--- config.mk ---
export PLATFORM = sky130hd
export DESIGN_NAME = penc_stream
export DESIGN_NICKNAME = d
export VERILOG_FILES = /design/src/rtl/penc_stream.sv
export SDC_FILE = /design/constraint.sdc
export NUM_CORES = 1
export LEC_CHECK = 0
export ABC_AREA = 0
export ABC_CLOCK_PERIOD_IN_PS = 2200
export BUFFER_PORTS_ARGS = -buffer_cell sky130_fd_sc_hd__clkbuf_2
export CAP_MARGIN = 20
export CORE_AREA = 2 2 39 41
export CTS_CLUSTER_DIAMETER = 30
export CTS_CLUSTER_SIZE = 30
export DETAILED_ROUTE_END_ITERATION = 6
export DIE_AREA = 0 0 41 43
export GPL_TIMING_DRIVEN = 0
export HOLD_SLACK_MARGIN = 0.05
export PLACE_DENSITY = 0.71
export SLEW_MARGIN = 20
export SYNTH_ARGS = -nofsm -noshare
export SYNTH_HDL_FRONTEND = slang
export SYNTH_SLANG_ARGS = --single-unit
--- constraint.sdc ---
create_clock -name clk -period 2.2 [get_ports clk]
set_input_delay 0.22 -clock clk [delete_from_list [all_inputs] [get_ports clk]]
set_output_delay 0.22 -clock clk [all_outputs]
set_load 0.01 [all_outputs]
--- src/rtl/penc_stream.sv ---
// Registered priority encoder with a one-entry valid/ready output stage and active-low enable.
// Optional saturating zero/multi-hot word counter enabled by defining PENC_ERRCNT_EN.
module penc_stream #(
  parameter int WIDTH     = 8,
  parameter int OUT_W     = $clog2(WIDTH),
  parameter int LSB_FIRST = 1,
  parameter int CNT_W     = 8
) (
  input  logic             clk,
  input  logic             rst,
  input  logic             e_n,
  input  logic             in_valid,
  output logic             in_ready,
  input  logic [WIDTH-1:0] w,
  output logic             out_valid,
  input  logic             out_ready,
  output logic [OUT_W-1:0] y,
  output logic             zero,
  output logic             multi,
  output logic [CNT_W-1:0] err_cnt
);

  // Handshake: a word moves on in_valid & in_ready, a result leaves on out_valid & out_ready;
  // in_ready depends only on e_n, the held state and out_ready, never on w or in_valid.
  typedef enum logic {EMPTY = 1'b0, FULL = 1'b1} state_t;

  state_t           state;
  logic             accept;
  logic             complete;
  logic [OUT_W-1:0] enc_y;
  logic             enc_found;
  logic             enc_zero;
  logic             enc_multi;

  assign out_valid = (state == FULL);
  assign in_ready  = ~e_n & ((state == EMPTY) | out_ready);
  assign accept    = in_valid & in_ready;
  assign complete  = out_valid & out_ready;

  always_comb begin
    enc_y     = '0;
    enc_found = 1'b0;
    if (LSB_FIRST != 0) begin
      for (int i = 0; i < WIDTH; i++) begin
        if (w[i] && !enc_found) begin
          enc_y     = OUT_W'(i);
          enc_found = 1'b1;
        end
      end
    end else begin
      for (int i = WIDTH - 1; i >= 0; i--) begin
        if (w[i] && !enc_found) begin
          enc_y     = OUT_W'(i);
          enc_found = 1'b1;
        end
      end
    end
  end

  // Clearing the lowest set bit leaves something only if two or more bits were set.
  assign enc_zero  = ~|w;
  assign enc_multi = |(w & (w - WIDTH'(1)));

  always_ff @(posedge clk) begin
    if (rst) begin
      state <= EMPTY;
      y     <= '0;
      zero  <= 1'b0;
      multi <= 1'b0;
    end else begin
      case (state)
        EMPTY: if (accept) state <= FULL;
        FULL:  if (complete && !accept) state <= EMPTY;
        default: state <= EMPTY;
      endcase
      if (accept) begin
        y     <= enc_y;
        zero  <= enc_zero;
        multi <= enc_multi;
      end
    end
  end

`ifdef PENC_ERRCNT_EN
  logic [CNT_W-1:0] cnt;

  always_ff @(posedge clk) begin
    if (rst) begin
      cnt <= '0;
    end else if (accept && (enc_zero || enc_multi) && (cnt != {CNT_W{1'b1}})) begin
      cnt <= cnt + CNT_W'(1);
    end
  end

  assign err_cnt = cnt;
`else
  assign err_cnt = '0;
`endif

endmodule
* Word-level counts from Yosys, hierarchy flattened
Index checks and enable logic that the tools add are counted.
** Word-level totals
- Logic and storage cells :: 48
- Input bits :: 13
- Flip-flop bits (word level) :: 6
- Output and inout bits :: 15
** Cells by class
- Bitwise gates (word level) :: 7
- Add/sub/neg operators :: 1
- Reductions and logical operators :: 19
- Muxes and demuxes :: 17
** Operators with widths (number)
- $reduce_or A8 Y1 :: 2
- $mux W3 :: 5
- $mux W1 :: 10
- $logic_not A1 Y1 :: 9
- $and A8 B8 Y8 :: 1
- $logic_and A1 B1 Y1 :: 8
- $sub A8 B1 Y8 const B :: 1
- $and A1 B1 Y1 :: 3
- $mux W2 :: 1
- $not A1 Y1 :: 2
- $pmux W1 S2 :: 1
- $or A1 B1 Y1 :: 1

* Depth between registers and ports, before layout
- Depth after elaboration :: 22
- Gate-level depth with buffers :: 5
- Depth with buffers taken out :: 4

* Least setup slack after synthesis
OpenSTA, ideal clock, no wires.
- Path type :: input to register
- From :: input w[2]
- To :: register multi
- Data arrival time :: 1.288 ns
- Slack :: 0.794 ns
- Library setup time :: 0.118 ns
- Stages :: 4
- Required time :: 2.082 ns
- Path buffers :: 0
- Cells stage by stage :: or4_4 a2111oi_2 nor2_1 o2bb2ai_1
** Between the ends
- Cells in the longest elaborated chain, start to end :: 3
** Ends and longest elaborated chain
- from (decl) :: RTL line 14 : input logic [WIDTH-1:0] w,
- $sub A8 B1 Y8 :: RTL line 62 : assign enc_multi = |(w & (w - WIDTH'(1)));
- $and A8 B8 Y8 (*) :: RTL line 62
- $reduce_or A8 Y1 (*) :: RTL line 62
- to (signal assigned) :: RTL line 79 : multi <= enc_multi;
- to (decl) :: RTL line 19 : output logic multi,
Every way passes the cells marked *; elsewhere a longest branch is shown, timed or not.
A chain may end at the register's enable or synchronous reset.

* Worst setup path after layout
Same ends and word-level chain as after synthesis.

==> flow_summary.ini <==
[run_status]
status = finished, final reports clean

[grt]
antenna_found_initial = 0
grt_pass1_vias = 355
grt_pass1_wl_um = 1330
grt_max_degree = 8
gr-total-overflow = 0
grt_usage_pct = 11.0

[pwr]
power.internal_mw = 0.209
worst_ir_drop_vdd_mv = 0.152
p_sw_share_pct = 27.3
switching_power_mw = 0.0782
powerDensity_nw_per_um2 = 487
p_clk_share_pct = 34.1
comb_power_share_pct = 25.2
p_seq_share_pct = 40.7
p_leak_nw = 0.278

[placement]
dp_hpwl_um = 814
placed_cells = 97
gp_congestion = 0.776
port-buffer-count = 19

[sta]
max_freq_mhz = 725
rsz0062_at_grt = false
period_share_pct = 62.7
hold_violations = 0
maxSlewViolCount = 0
min_period_ns = 1.38
setup_viol = 0
finalClockSkew_ns = 0.00155
tns_ns = 0

[critical_path]
cp-start-kind = input pin
reg2reg_slack_ns = 0.92
critPathMaxStageDelay_ns = 0.57
crit_path_max_fanout = 6
crit_type = input pin to flop
cp_num_buf_inv = 1
worstPathArrival_ns = 1.51
cpMaxStageDelayCell = or4_4
path_cells = clkbuf_2 -> or4_4 -> a2111oi_1 -> nor2_1 -> o2bb2ai_1
end_kind = flop
required_ns = 2.33
cpLargestDelayFamily = simple AND/OR/NAND/NOR gates

[final_layout]
seq_area_um2 = 120
final_util_pct = 42.6
synthToLayoutAreaGrowth_pct = 38.5
finalNonFillerCells = 100
n_fill_cell = 151
antenna_cells = 0
fin_nets = 99
multi_input_area_um2 = 260
drive_above_1_share_pct = 38.1

[die]
die_area_um2 = 1760
core_um2 = 1380
start_util_pct = 30.7
chipWidth_um = 41
die_y_um = 43
placement_rows = 14
pin_count = 28

[yosys]
synth-seq-area-share_pct = 28.2
ys_types = 25
syn_inst = 55
yosysWarnings = 0
synth.ff_latch_count = 6
syn_area_um2 = 425
syn_avg_cell_area_um2 = 7.73

[clocking]
cts.sinks = 6
numCtsBuffers = 3
cts_tree = yes
hold_buffers = 0
post_cts_resized = 0
clkLatencyLatePin_ns = 0.24
clk_transition_reported_paths_ns = 0.04
cts-root-buf = clkbuf_4
post_cts_buffers = 0
h-tree-depth = 1
clockBufferDepth = 2

[drt]
drt_pass1_iterations = 4
drt-total-wl_um = 964
wl_per_cell_um = 9.64
vias = 460
routed_via_density = 4.60
drt_iter0_drc = 13
ant_nets = 0
drc = 0

[worst_hold_path]
hold_class = input pin to flop

[flow_run]
maxCapViolCount = 0
path summary, 6_finish.rpt:
kind,startpoint,cells past startpoint,endpoint
setup reg to reg,out_valid,5,y[1]
hold / removal,rst,2,zero
hold reg to reg,zero,2,zero
setup / recovery,w[2],5,multi
state kept, by name (all words and copies together) (netlist names):
signal	flops
out_valid	1
y	3
zero	1
multi	1
worst reg2reg max path, delay by kind of cell (launching register included):
kind	cells	cell delay, ns
DFF	1	0.30
AOI/OAI and AO/OA	2	0.39
and+or+nand+nor	2	0.28
buffers and inverters	1	0.24
cells in the final DEF, fill, tap and decap left out, types with 2 or more instances in the layout:
master    instances
nor3_1            2
clkbuf_2         19
clkbuf_4          3
inv_1             2
nor4_1            2
nand2_1           4
a21oi_1           6
nand2b_1          2
a211oi_1          2
dfxtp_1           6
conb_1            8
buf_4             8
nor2_1            6
layout make-up:
cell class | count | share of cell area, %
tap | 16 | 3.40
inverter | 2 | 1.27
timing repair buffer | 19 | 16.1
clock buffer | 3 | 3.82
multi-input combinational | 45 | 44.2
sequential | 6 | 20.4
buffer | 9 | 10.8
kinds of logic (layout without fill, tap and decap cells):
kind of cell / Yosys count / count (layout) / synth area share, %
and+or+nand+nor: 22 / 22 / 27.4
AOI/OAI and AO/OA: 14 / 14 / 24.4
buffers and inverters: 11 / 33 / 16.8
DFF: 6 / 6 / 28.2
other: 1 / 8 / 0.882
muxes: 1 / 1 / 2.35
cells in the mapped netlist (all sizes together):
cell	number	area (um^2)
buf	8	60.1
a21oi	6	30.0
dfxtp	6	120
nor2	6	22.5
nand2	4	15.0
a2111oi	2	25.0
a211oi	2	15.0
inv	2	7.51
nand2b	2	12.5
nor3	2	10.0
nor4	2	12.5
a311oi	1	8.76
and2	1	6.26
and3	1	6.26
clkbuf	1	3.75
conb	1	3.75
mux2i	1	10.0
nand3	1	5.00
nand4	1	6.26
nand4b	1	8.76
o21bai	1	7.51
o2bb2ai	1	8.76
o311ai	1	8.76
or4	1	11.3
metal layers:
| metal | share of wire [%] | global-route usage [%] | wire length [um] | vias to the layer above |
|---|---|---|---|---|
| li1 | - | - | - | 243 |
| met5 | 0 | 0 | 0 | - |
| met4 | 1.2 | 8.00 | 12 | 0 |
| met3 | 10 | 1.57 | 97 | 2 |
| met2 | 43 | 15.6 | 417 | 25 |
| met1 | 45 | 14.5 | 436 | 190 |
stage by stage:
| step | total power, mW | hold WS, ns | setup slack (ns) | area [um^2] |
|---|---|---|---|---|
| finish | 0.287 | 0.236 | 0.821 | 589 |
| global route | 0.305 | 0.247 | 0.742 | 589 |
| CTS | 0.293 | 0.225 | 0.836 | 589 |
| detailed placement | 0.191 | 0.451 | 0.584 | 567 |
| global placement | 0.189 | 0.438 | 0.622 | 567 |
| floorplan | 0.160 | 0.289 | 0.794 | 452 |
power by group through the flow:
stage,combinational (mW),sequential (mW),clock [mW]
6_report,0.0723,0.117,0.0977
5_1_grt,0.0801,0.117,0.107
4_1_cts,0.0724,0.117,0.103
3_5_place_dp,0.0721,0.119,0
3_3_place_gp,0.0701,0.119,0
2_1_floorplan,0.0390,0.121,0
(Power assumes the default switching activity.)
